--- config.mk ---
export PLATFORM = sky130hd
export DESIGN_NAME = button_matrix_scanner
export DESIGN_NICKNAME = d
export VERILOG_FILES = /design/src/rtl/button_matrix_scanner.sv
export SDC_FILE = /design/constraint.sdc
export NUM_CORES = 1
export LEC_CHECK = 0
export CAP_MARGIN = 5
export CORE_MARGIN = 2
export CORE_UTILIZATION = 40
export DETAILED_ROUTE_END_ITERATION = 6
export SLEW_MARGIN = 20
export SYNTH_ARGS = -nofsm -noshare
export SYNTH_HDL_FRONTEND = slang
export SYNTH_SLANG_ARGS = --single-unit
--- constraint.sdc ---
create_clock -name clk -period 5.96 [get_ports clk]
set_clock_uncertainty 0.1 [all_clocks]
set_input_delay 0.894 -clock clk [delete_from_list [all_inputs] [get_ports clk]]
set_output_delay 0.894 -clock clk [all_outputs]
set_load 0.01 [all_outputs]
--- src/rtl/button_matrix_scanner.sv ---
`default_nettype none
// ============================================================================
// Module   : button_matrix_scanner
// Purpose  : Scans an N x N key matrix by driving one column at a time
//            (one-hot, active-high) and reading active-low rows. Keys are
//            debounced per key across frames and presented as an N*N bitmap,
//            key (row i, col j) -> cells[i*N+j], 1 = pressed.
// Ports    : clk, rst        - clock, synchronous active-high reset
//            ena             - scan enable (checked in IDLE and at sample exit)
//            rows[N]         - row sense, active-low, asynchronous to clk
//            cols[N]         - one-hot column drive, 0 when idle
//            x               - index of the driven column
//            cells[N*N]      - debounced key bitmap
//            frame_done      - 1-cycle pulse after column N-1 is sampled
//            changed         - 1-cycle pulse with frame_done if any bit flipped
// Revision : 1.0 - initial release
// ============================================================================
module button_matrix_scanner #(
  parameter  int N              = 8,
  parameter  int SETTLE_CYCLES  = 4,
  parameter  int DEBOUNCE_SCANS = 2,
  localparam int XW             = (N > 1) ? $clog2(N) : 1
) (
  input  logic            clk,
  input  logic            rst,
  input  logic            ena,
  input  logic [N-1:0]    rows,
  output logic [N-1:0]    cols,
  output logic [XW-1:0]   x,
  output logic [N*N-1:0]  cells,
  output logic            frame_done,
  output logic            changed
);

  localparam int CW = (SETTLE_CYCLES > 2) ? $clog2(SETTLE_CYCLES) : 1;
  localparam int DW = (DEBOUNCE_SCANS > 1) ? $clog2(DEBOUNCE_SCANS + 1) : 1;

  localparam logic [CW-1:0] SETTLE_LAST = CW'(SETTLE_CYCLES - 1);
  localparam logic [XW-1:0] X_LAST      = XW'(N - 1);
  localparam logic [DW-1:0] DB_LIMIT    = DW'(DEBOUNCE_SCANS);

  initial begin
    if (N < 1 || N > 8)
      $error("button_matrix_scanner: N must be in 1..8");
    if (SETTLE_CYCLES < 3)
      $error("button_matrix_scanner: SETTLE_CYCLES must be >= 3");
    if (DEBOUNCE_SCANS < 1)
      $error("button_matrix_scanner: DEBOUNCE_SCANS must be >= 1");
  end

  typedef enum logic [1:0] {
    S_IDLE   = 2'd0,
    S_SETTLE = 2'd1,
    S_SAMPLE = 2'd2
  } state_t;

  state_t          state, state_d;
  logic [XW-1:0]   x_d;
  logic [CW-1:0]   settle_cnt, settle_cnt_d;
  logic [N-1:0]    col_sel;
  logic            last_sample;

  logic [N-1:0]    rows_m, rows_s;
  logic [N-1:0]    sample;
  logic [N*N-1:0]  cells_d;
  logic [DW-1:0]   db_cnt [N*N];
  logic [DW-1:0]   db_cnt_d [N*N];
  logic [DW-1:0]   db_inc;
  logic            flip_any;
  logic            chg_flag;

  // One-hot decode of the current column index
  always_comb begin
    col_sel = '0;
    for (int j = 0; j < N; j++) begin
      col_sel[j] = (x == XW'(j));
    end
  end

  // --------------------------------------------------------------------------
  // Scan FSM
  // --------------------------------------------------------------------------
  always_ff @(posedge clk) begin
    if (rst) begin
      state      <= S_IDLE;
      x          <= '0;
      settle_cnt <= '0;
    end else begin
      state      <= state_d;
      x          <= x_d;
      settle_cnt <= settle_cnt_d;
    end
  end

  always_comb begin
    state_d      = state;
    x_d          = x;
    settle_cnt_d = settle_cnt;
    cols         = '0;
    last_sample  = 1'b0;
    case (state)
      S_IDLE: begin
        x_d          = '0;
        settle_cnt_d = '0;
        if (ena) state_d = S_SETTLE;
      end
      S_SETTLE: begin
        cols         = col_sel;
        settle_cnt_d = settle_cnt + CW'(1);
        if (settle_cnt == SETTLE_LAST) begin
          state_d      = S_SAMPLE;
          settle_cnt_d = '0;
        end
      end
      S_SAMPLE: begin
        cols         = col_sel;
        settle_cnt_d = '0;
        last_sample  = (x == X_LAST);
        // Dropping ena parks at column 0 so a re-enable always starts a frame
        if (ena) begin
          state_d = S_SETTLE;
          x_d     = last_sample ? '0 : x + XW'(1);
        end else begin
          state_d = S_IDLE;
          x_d     = '0;
        end
      end
      default: begin
        state_d = S_IDLE;
        x_d     = '0;
      end
    endcase
  end

  // --------------------------------------------------------------------------
  // Per-key debounce for the column being sampled
  // --------------------------------------------------------------------------
  assign sample = ~rows_s;

  always_comb begin
    cells_d  = cells;
    db_cnt_d = db_cnt;
    flip_any = 1'b0;
    db_inc   = '0;
    if (state == S_SAMPLE) begin
      for (int i = 0; i < N; i++) begin
        for (int j = 0; j < N; j++) begin
          if (col_sel[j]) begin
            if (sample[i] == cells[i*N+j]) begin
              db_cnt_d[i*N+j] = '0;
            end else begin
              db_inc = db_cnt[i*N+j] + DW'(1);
              if (db_inc == DB_LIMIT) begin
                cells_d[i*N+j]  = ~cells[i*N+j];
                db_cnt_d[i*N+j] = '0;
                flip_any        = 1'b1;
              end else begin
                db_cnt_d[i*N+j] = db_inc;
              end
            end
          end
        end
      end
    end
  end

  always_ff @(posedge clk) begin
    if (rst) begin
      rows_m     <= '1;
      rows_s     <= '1;
      cells      <= '0;
      frame_done <= 1'b0;
      changed    <= 1'b0;
      chg_flag   <= 1'b0;
      for (int k = 0; k < N*N; k++) begin
        db_cnt[k] <= '0;
      end
    end else begin
      rows_m     <= rows;
      rows_s     <= rows_m;
      cells      <= cells_d;
      db_cnt     <= db_cnt_d;
      frame_done <= last_sample;
      // Flips from the final column's sample belong to the frame just ending
      changed    <= last_sample & (chg_flag | flip_any);
      chg_flag   <= last_sample ? 1'b0 : (chg_flag | flip_any);
    end
  end

endmodule
`default_nettype wire

# Word level (Yosys, flattened, before mapping)
# Index checks and enable logic that the tools add are counted.
[word_totals]
ff_bits = 218
latchBits = 0
ram_bits = 0
mem_bits_ro = 0
in_bits = 11
memories = 0
[classes]
n_addsub = 66
n_mul = 0
div_mod_pow = 0
order_cmp = 0
eq_ne = 140
shift = 0
n_mux = 366
bitwise_logic = 131
n_reduce_logical = 79
[ops]
columns = ["operator", "count"]
rows = [
  ["2-bit 2-to-1 mux", 131],
  ["4-bit AND reduction", 64],
  ["1-bit 2-to-1 mux", 229],
  ["2-bit equality test (second input constant)", 66],
  ["2-bit by 1-bit adder with 2-bit output (second input constant)", 65],
  ["1-bit NOT", 128],
  ["1-bit equality test", 64],
  ["2-bit AND reduction", 9],
  ["3-bit equality test (second input constant)", 4],
  ["8-bit 2-to-1 mux", 1],
  ["8-bit NOT", 1],
  ["3-bit by 2-bit equality test with 1-bit output (second input constant)", 2],
  ["3-bit 2-to-1 mux", 2],
  ["2-bit one-hot mux with 3 select lines", 1],
  ["3-bit one-hot mux with 2 select lines", 1],
  ["2-bit OR reduction", 3],
  ["2-bit != test (second input constant)", 2],
  ["2-bit one-hot mux with 2 select lines", 1],
  ["3-bit by 1-bit adder with 3-bit output (second input constant)", 1],
  ["3-bit by 1-bit equality test with 1-bit output (second input constant)", 1],
  ["3-bit zero test", 1],
  ["2-bit by 1-bit equality test with 1-bit output (second input constant)", 1],
  ["2-bit zero test", 1],
  ["2-bit nonzero test", 1],
  ["2 further kinds", 2],
]

# Depth between registers and ports, before layout
# Gate-level depths: netlist (run 1).
[depth]
word_depth = 231
ltp_mapped = 12
depth_no_buf = 8

# Least setup slack after synthesis (run 1)
# No wires, ideal clock.
[synth_timing]
kind = "reg2reg"
startpoint = "register x[2]"
endpoint = "register chg_flag"
setup_ns = 0.134
arrival_ns = 2.262
t_required_ns = 5.726
path_slack_ns = 3.464
path_stages_with_launch = 13
path_buffers = 4
period_less_slack_ns = 2.496
path_cell_list = "dfxtp_1 > buf_6 > buf_6 > buf_2 > inv_1 > ha_1 > buf_2 > and3b_1 > a221oi_1 > o22a_1 > nand4_1 > nor4_2 > a211oi_1"
[synth_between]
elab_chain_cells = 227
elab_cells_between_ends = 236
classes_between = "eq/ne: 7; mux: 226; bitwise: 1; reduce/logical: 2"
[synth_lines]
columns = ["element", "line_no", "rtl"]
rows = [
  ["from (decl)", "29", "output logic [XW-1:0] x,"],
  ["from (signal assigned)", "86", "x <= '0;"],
  ["from (signal assigned)", "90", "x <= x_d;"],
  ["3-bit zero test", "76", "col_sel[j] = (x == XW'(j));"],
  ["1-bit 2-to-1 mux", "148", "if (col_sel[j]) begin"],
  ["1-bit 2-to-1 mux", "-", ""],
  ["1-bit 2-to-1 mux", "153", "if (db_inc == DB_LIMIT) begin"],
  ["1-bit 2-to-1 mux", "149", "if (sample[i] == cells[i*N+j]) begin"],
  ["1-bit 2-to-1 mux", "148", ""],
  ["1-bit 2-to-1 mux", "153", ""],
  ["1-bit 2-to-1 mux", "149", ""],
  ["[211 not listed]", "-", ""],
  ["1-bit 2-to-1 mux", "153", ""],
  ["1-bit 2-to-1 mux", "149", ""],
  ["1-bit 2-to-1 mux", "148", ""],
  ["1-bit 2-to-1 mux", "153", ""],
  ["1-bit 2-to-1 mux", "149", ""],
  ["1-bit 2-to-1 mux", "148", ""],
  ["1-bit 2-to-1 mux", "145", "if (state == S_SAMPLE) begin"],
  ["1-bit OR", "186", "chg_flag <= last_sample ? 1'b0 : (chg_flag | flip_any);"],
  ["to (signal assigned)", "186", ""],
  ["to (decl)", "70", "logic chg_flag;"],
]
# Parallel ways exist; a longest one is shown, timed or not. The select of a mux whose other input is x is not followed.
# A chain may end at the register's enable or synchronous reset.

# Worst setup path in the final report (run 1)
[layout_timing]
startpoint = "register x[2]"
endpoint = "output cols[7]"
[layout_between]
elab_chain_cells = 2
[layout_lines]
columns = ["element", "line_no", "rtl"]
rows = [
  ["3-bit equality test", "76", ""],
  ["8-bit 2-to-1 mux", "101", "case (state)"],
  ["to (decl)", "28", "output logic [N-1:0] cols,"],
]
# No other way between the ends.

==> out/qor.yml, run 1 <==
sta:
  tightest_slew_ps: 980.2
  min_period_over_period: 0.6004
  finalHoldViolCount: 0
  slew_headroom: 0.3450
  tns_ps: 0
  final_max_slew_viol_count: 0
  final-setup-viol-count: 0
  finalCriticalPeriod_ps: 3578
  max_freq_ghz: 0.2795
  rsz0062_at_grt: "no"
die:
  fp.dieH_um: 159.7
  coreArea_sq_um: 23610
  dieArea_sq_um: 25490
  row_count: 56
  ios: 88
  die_w_um: 159.7
  start_util: 0.4105
grt:
  grt_pass1_vias: 7143
  grt-ovfl-total: 0
  grt_max_degree: 122
  antenna_found_initial: 1
  grt_pass1_wl_um: 38550
  track_usage: 0.1848
logic_synthesis:
  synth_cells: 1129
  synth_area_sq_um: 9693
  ys_seq_area_frac: 0.4502
  synth_top_area_cell: "dfxtp_1"
  synth_edf_count: 0
  ys.flop_type: "dfxtp_1"
  synth_most_common_cell: "nor2_1"
  yosysWarnings: 0
  synth_seq_cells: 218
  syn_area_per_cell_sq_um: 8.586
  synthTopCellsByCount: "241 x nor2_1, 218 x dfxtp_1, 90 x a21oi_1"
  synth_area_leaders: "dfxtp_1 45%, nor2_1 9.3%, nor3b_1 5.6%"
  yosysTopAreaCellShare: 0.4502
  yosysUniqueCellTypes: 49
  synth_nets: 1153
  async_reset_ff_frac: 0
run_status:
  status: "completed"
cells_and_area:
  finish.net_count: 1204
  design_area_sq_um: 11470
  areaGrowthSynthToFinish_pct: 18.33
  final_cells: 1516
  drive_gt1_frac: 0.06104
  final_core_util: 0.4857
worst_setup_path:
  r2r_cells: 6
  crit_arrival_ps: 2580
  r2r_slack_ps: 2960
  required_ps: 4970
  worstSetupStartpointType: "flip-flop"
  worstSetupStartpoint: "x[2]"
  cp_max_fo: 20
  reg2reg_from: "state[0]"
  reg2reg_to: "cells[32]"
  endpoint: "cols[7]"
  end_kind: "primary output"
  criticalPathCategory: "flip-flop to primary output"
detailed_routing:
  viasPerCell: 5.230
  drc: 0
  routed-via-count: 7928
  wl_per_cell_um: 15.81
  firstDrtPassIters: 4
  wirelength_um: 23970
  first_iter_violations: 522
  drtAntennaViolNets: 0
placed_design:
  dp.cells: 1473
  io_buffer_count: 87
  post_dp_cell_area_sq_um: 10700
  dpl.hpwl_um: 15630
  place_congestion: 0.7793
clock_tree:
  clock_latency_ps: 510
  cts_tree: "built"
  cts_resized: 0
  cts_sinks: 218
  cts_setup_buffers: 0
  htreeDepth: 1
  clkTransAtPathRegs_ps: 60
  ctsHoldBuffers: 0
  cts_root_buf: "clkbuf_16"
  clockBufferDepth: 3
  cts_buffers: 24
flow_run:
  maxCapViolCount: 0
power_and_ir_drop:
  ir_drop_mv: 0.2303
  p_leak_uw: 0.004024
  p_per_area_nw_per_um2: 274.9
hold_path:
  hp-class: "flip-flop to flip-flop"
-- cell usage in the layout (no fill, tap or decap), types with 7 or more instances in the layout --
cell	instances
inv_1	21
a311oi_1	20
nand2b_1	25
buf_4	10
xor2_1	59
dfxtp_1	218
a211oi_1	46
nor2b_1	20
clkbuf_1	7
o22ai_1	15
nor3_1	75
nand2_1	10
nor3b_1	72
a21oi_1	90
ha_1	13
and2_1	7
clkbuf_16	25
clkdlybuf4s50_1	86
and3b_1	17
nor2_1	241
nor4b_1	10
or2_2	16
o21ai_0	20
-- critical path: stages, from the launching register on --
cell	delay (ps)
dfxtp_1	630
buf_4	340
ha_1	340
and2_1	210
clkdlybuf4s50_1	550
-- layout make-up --
class	count	area, sq um
multi-input combinational	817	4901
sequential	218	4364
clock buffer	38	734.5
clock inverter	4	22.52
fill	2298	12140
antenna	1	2.502
tap	319	399.1
inverter	21	78.83
timing repair buffer	98	967.2
-- registers in the layout (all words and copies together) (netlist names) --
name,count
cells,64
frame_done,1
x,3
state,2
db_cnt,128
chg_flag,1
changed,1
settle_cnt,2
rows_m,8
rows_s,8
-- metrics by stage --
stage	hold slack (ps)	power [uW]	setup slack, ps
global route	315.6	3283	2257
global placement	290.8	1766	2901
floorplan	289.5	1692	3464
finish	306.6	3153	2382
CTS	307.8	3196	2398
detailed placement	292.9	1768	2833
-- logic make-up after synthesis --
family / count (synthesis) / share of synthesized area
AO/OA/AOI/OAI: 206 / 0.1331
XOR/XNOR: 65 / 0.06183
adder cells (fa/ha/maj): 13 / 0.01678
buffers and inverters: 94 / 0.04518
flip-flops: 218 / 0.4502
multiplexers: 3 / 0.003098
AND/OR/NAND/NOR: 530 / 0.2898
-- layer usage --
metal / routed length (um) / share of wire / track usage
met5: 0 / 0 / 0
met4: 651 / 0.027 / 0.05496
met3: 1103 / 0.046 / 0.03247
met2: 10460 / 0.44 / 0.2849
met1: 11750 / 0.49 / 0.2641
-- report_power, final --
part / internal (uW) / switching [uW]
clock network: 840 / 573
logic: 83.1 / 165
registers: 1470 / 16.9
-- how the worst min path moves through the flow --
stage | start | end | cells after the start
5_1_grt | rows_m[7] | rows_s[7] | 1
3_3_place_gp | rows_m[2] | rows_s[2] | 1
2_1_floorplan | rows_m[0] | rows_s[0] | 1
3_5_place_dp | rows_m[7] | rows_s[7] | 1
4_1_cts | rows_m[7] | rows_s[7] | 1
6_report | rows_m[3] | rows_s[3] | 1
(Power assumes the default switching activity.)
==> run 2, diff against run 1 <==
- clock period: 5.96 -> 2.9 ns (I/O delays scaled with it)
==> run 2 against run 1 <==
Against the previous run: non-clock buffer count grew 19; total power grew 120%; via count shrank 0.19%; global-route usage grew 0.46 points; worst hold slack lost 150 ps; utilization grew 1.3 points; count of clock-buffer cells in the layout shrank 6; final cell count grew 1.2%; sequential cell count is the same; clock power grew 130%; routed wire length grew 3.1%; setup slack lost 2300 ps; critical path type unchanged; largest power group is now clock.
==> out/qor.yml, run 2 (same netlist as run 1, synthesis figures left out) <==
run_status:
  status: "completed"
grt:
  grt_busiest_layer: "met2"
  met1_usage: 0.2700
  met2_usage: 0.2997
  grt_pass1_wl_um: 39430
  grt-ovfl-total: 0
  antenna_found_initial: 0
  track_usage: 0.1894
  met3_usage: 0.02857
  grt_pass1_vias: 7292
  grt_max_degree: 89
power_and_ir_drop:
  pwr-share-seq: 0.447
  p_int_uw: 5263
  switching_share: 0.2333
  ir_drop_mv: 0.4158
  totalPowerFinal_uw: 6865
  p_switching_uw: 1602
  pwr-share-clk: 0.473
  pwr-share-comb: 0.079
  p_leak_uw: 0.004196
  p_per_area_nw_per_um2: 582.7
placed_design:
  dp.cells: 1492
  io_buffer_count: 87
  place_congestion: 0.8879
  post_dp_cell_area_sq_um: 10920
  dpl.hpwl_um: 17180
worst_setup_path:
  cp_max_fo: 8
  crit_chain: "inv_1 -> ha_2 -> and3_1 -> clkdlybuf4s50_1"
  crit_arrival_ps: 2290
  end_kind: "primary output"
  required_ps: 2370
  worst_path_max_delay_cell: "clkdlybuf4s50_1"
  max_stage_delay_ps: 550
  crit_buf_inv: 2
  critPathTopFamily: "buffers and inverters"
  criticalPathCategory: "flip-flop to primary output"
  worstSetupStartpointType: "flip-flop"
cells_and_area:
  final_core_util: 0.4989
  design_area_sq_um: 11780
  diodes: 0
  regArea_sq_um: 4365
  largestRegisters: "db_cnt (128), cells (64)"
  largest_reg_flops: 128
  final_common_cell: "nor2_1"
  nFillCells: 2222
  top_register: "db_cnt"
  layout_common_cells: "241 x nor2_1, 217 x dfxtp_1, 90 x a21oi_1"
  drive_gt1_frac: 0.08313
  multi_input_area_sq_um: 4911
  final_cells: 1534
  finish.net_count: 1223
  areaGrowthSynthToFinish_pct: 21.54
detailed_routing:
  first_iter_violations: 579
  firstDrtPassIters: 6
  viasPerCell: 5.158
  routed-via-count: 7913
  drtAntennaViolNets: 0
  wl_per_cell_um: 16.11
  wirelength_um: 24710
  drc: 0
clock_tree:
  clockBufferDepth: 3
  clkTransAtPathRegs_ps: 60
  cts_buffers: 24
  clock_latency_ps: 510
  cts_tree: "built"
  cts_sinks: 218
  htreeDepth: 1
  ctsHoldBuffers: 0
  cts_root_buf: "clkbuf_16"
sta:
  max_freq_ghz: 0.3546
  min_period_over_period: 0.9725
  final_max_slew_viol_count: 0
  rsz0062_at_grt: "no"
  tightest_slew_ps: 895.3
  slew_headroom: 0.4023
  tns_ps: 0
  finalHoldViolCount: 0
  final-setup-viol-count: 0
  finalCriticalPeriod_ps: 2820
die:
  row_count: 56
  dieArea_sq_um: 25490
  fp.dieH_um: 159.7
  start_util: 0.4105
  ios: 88
  coreArea_sq_um: 23610
  die_w_um: 159.7
hold_path:
  hp-class: "input port to flip-flop"
flow_run:
  maxCapViolCount: 0
[run 2: cell count changes in the layout (fill, tap and decap cells not counted), moves of 2 or more]
cell | before | now
buf_4 | 10 | 23
buf_12 | 1 | 7
ha_1 | 13 | 7
ha_2 | 0 | 6
bufinv_16 | 0 | 4
clkbuf_1 | 7 | 3
clkinv_2 | 3 | 6
clkbuf_8 | 6 | 4
nand3_1 | 3 | 5
nand3_2 | 2 | 0
[run 2: final timing paths]
kind / start / to / slack (ps) / cells past startpoint
max: state[1] / cols[5] / 80 / 4
max reg2reg: rows_s[5] / chg_flag / 340 / 6
min reg2reg: rows_m[0] / rows_s[0] / 310 / 1
min: rst / db_cnt[112] / 150 / 2
[run 2: cell type report]
cell class	instances	share of cell area
clock buffers	32	0.05873
repair buffers	117	0.1006
multi-input cells	817	0.4168
flip-flops and latches	218	0.3705
well taps	319	0.03388
inverters	21	0.006691
clock inverters	10	0.01274
[run 2: power by group through the flow]
stage	logic [uW]	registers, uW	clock network, uW
floorplan	357	3120	0
global placement	536	3130	0
detailed placement	534	3130	0
CTS	546	3070	3320
global route	613	3080	3440
finish	545	3070	3250
[run 2: per-layer routing]
metal / up-vias / wire length [um]
met4: 0 / 603
met5: - / 0
met3: 40 / 1085
met1: 3645 / 12110
met2: 163 / 10910
li1: 4065 / -
[run 2: stage by stage]
step           setup slack, ps  hold slack, ps
3_3_place_gp             448.8           298.3
2_1_floorplan            403.8           289.5
3_5_place_dp             414.3           294.2
4_1_cts                  48.59           139.7
5_1_grt                  5.814           160.5
6_report                 79.69           151.7
[run 2: what timing repair did]
| action | 4_1_cts | 5_1_grt |
|---|---|---|
| setup endpoints to repair | 3 | 8 |
| resized for setup | 3 | 5 |
| pin swaps | 0 | 0 |
| setup buffers | 0 | 0 |
==> run 3, diff against run 2 <==
- GPL_TIMING_DRIVEN: default -> 0
- SLEW_MARGIN: 20 -> 30
==> run 3 against run 2 <==
Against the previous run: routed wire length is 27% higher; combinational power up 17%; setup slack got worse by 6.6 ps; cell area about the same; register-to-register slack worse by 240 ps; critical path depth up 1; non-clock buffer count is 41 higher; first-iteration DRC count up 16%; final cell count up 2.8%; sequential power hardly changed; global-route usage up 5.2 points.
==> out/qor.yml, run 3 (same netlist as run 1, synthesis figures left out) <==
detailed_routing:
  drc: 0
  first_iter_violations: 670
  viasPerCell: 5.440
  drtAntennaViolNets: 0
  firstDrtPassIters: 5
  wirelength_um: 31400
  routed-via-count: 8579
  wl_per_cell_um: 19.91
cells_and_area:
  areaGrowthSynthToFinish_pct: 21.60
  top_register: "db_cnt"
  final_core_util: 0.4992
  finish.net_count: 1265
  largest_reg_flops: 128
  final_common_cell: "nor2_1"
  final_cells: 1577
  layout_common_cells: "241 x nor2_1, 215 x dfxtp_1, 90 x a21oi_1"
  diodes: 0
  drive_gt1_frac: 0.07075
  largestRegisters: "db_cnt (128), cells (64)"
sta:
  finalCriticalPeriod_ps: 2827
  max_freq_ghz: 0.3537
  slew_headroom: 0.2769
  finalHoldViolCount: 0
  tns_ps: 0
  final-setup-viol-count: 0
  rsz0062_at_grt: "no"
  tightest_slew_ps: 1085
  min_period_over_period: 0.9748
  final_max_slew_viol_count: 0
placed_design:
  io_buffer_count: 86
  dp.cells: 1534
  place_congestion: 0.8797
  dpl.hpwl_um: 21280
die:
  start_util: 0.4105
  dieArea_sq_um: 25490
  fp.dieH_um: 159.7
  die_w_um: 159.7
  coreArea_sq_um: 23610
  ios: 88
  row_count: 56
power_and_ir_drop:
  ir_drop_mv: 0.3378
  p_per_area_nw_per_um2: 568.8
  p_leak_uw: 0.004177
  totalPowerFinal_uw: 6704
grt:
  grt_max_degree: 20
  grt_pass1_wl_um: 47400
  grt_pass1_vias: 7904
  track_usage: 0.2413
  grt-ovfl-total: 0
  antenna_found_initial: 0
worst_setup_path:
  reg2reg_from: "x[1]"
  crit_arrival_ps: 2290
  worstSetupStartpointType: "flip-flop"
  worst_path_max_delay_cell: "clkdlybuf4s50_1"
  reg2reg_to: "changed"
  crit_chain: "inv_1 -> ha_1 -> nor2b_4 -> and2_1 -> clkdlybuf4s50_1"
  r2r_slack_ps: 100
  max_stage_delay_ps: 530
  cp_max_fo: 8
  required_ps: 2370
  end_kind: "primary output"
  r2r_cells: 8
  criticalPathCategory: "flip-flop to primary output"
clock_tree:
  cts_sinks: 218
  htreeDepth: 1
  cts_tree: "built"
  cts_setup_buffers: 0
  clock_latency_ps: 530
  cts_root_buf: "clkbuf_16"
  cts_buffers: 25
  clockBufferDepth: 3
  clkTransAtPathRegs_ps: 60
hold_path:
  worstHoldStart: "rows_m[0]"
  hp-class: "flip-flop to flip-flop"
  whs_endpoint: "rows_s[0]"
  hold_depth: 1
run_status:
  status: "completed"
flow_run:
  maxCapViolCount: 0
-- run 3: cell types whose count changed in the layout (fill, tap and decap cells not counted), moves of 3 or more --
cell       previous run  this run
buf_1                 0         7
buf_12                7         2
buf_2                 0         6
buf_4                23        11
bufinv_16             4         1
clkbuf_1              3        52
ha_2                  6         2
-- run 3: metrics by stage --
step | area (sq um) | hold slack [ps] | setup WS, ps
CTS | 11740 | 299.4 | -29.17
finish | 11790 | 297.7 | 73.07
detailed placement | 10950 | 292.3 | -211.5
floorplan | 9693 | 289.5 | 403.8
global route | 11790 | 315.4 | 17.16
global placement | 10950 | 290.7 | -199.4
-- run 3: timing repair --
| action | CTS | global route |
|---|---|---|
| cloned | 0 | 0 |
| setup endpoints to repair | 8 | 9 |
| resized for setup | 10 | 10 |
| endpoints found under the hold margin | 0 | 0 |
| hold buffers | 0 | 0 |
-- run 3: how the worst max path moves through the flow --
stage,from,to,slack [ps]
after floorplan,x[2],chg_flag,400
after CTS,x[0],cols[2],-30
final,x[1],cols[0],70
after detailed placement,x[2],changed,-210
after global placement,x[2],changed,-200
after global routing,x[1],cols[0],20
-- run 3: power by group --
group	switching (uW)	internal, uW
clock network	1250	1750
registers	33.4	3030
logic	427	212
-- run 3: worst max-delay path, delay by kind of cell, from the launching register on --
| kind | cells | cell delay [ps] |
|---|---|---|
| buf+inv | 2 | 650 |
| simple gates | 2 | 420 |
| flops | 1 | 360 |
| fa+ha+maj | 1 | 340 |
-- run 3: final cells by class --
cell class / instances / area (sq um)
Tap cell: 319 / 399.1
Inverter: 21 / 78.83
Clock inverter: 7 / 63.81
Multi-Input combinational cell: 817 / 4933
Sequential cell: 218 / 4370
Timing Repair Buffer: 86 / 865.8
Fill cell: 2309 / 11830
Buffer: 72 / 374.1
Clock buffer: 37 / 700.7
-- run 3: per-layer routing --
| layer | track usage | wire length, um |
|---|---|---|
| met1 | 0.3372 | 14220 |
| met2 | 0.3949 | 14330 |
| met3 | 0.03117 | 2099 |
| met4 | 0.06116 | 745 |
| met5 | 0 | 0 |
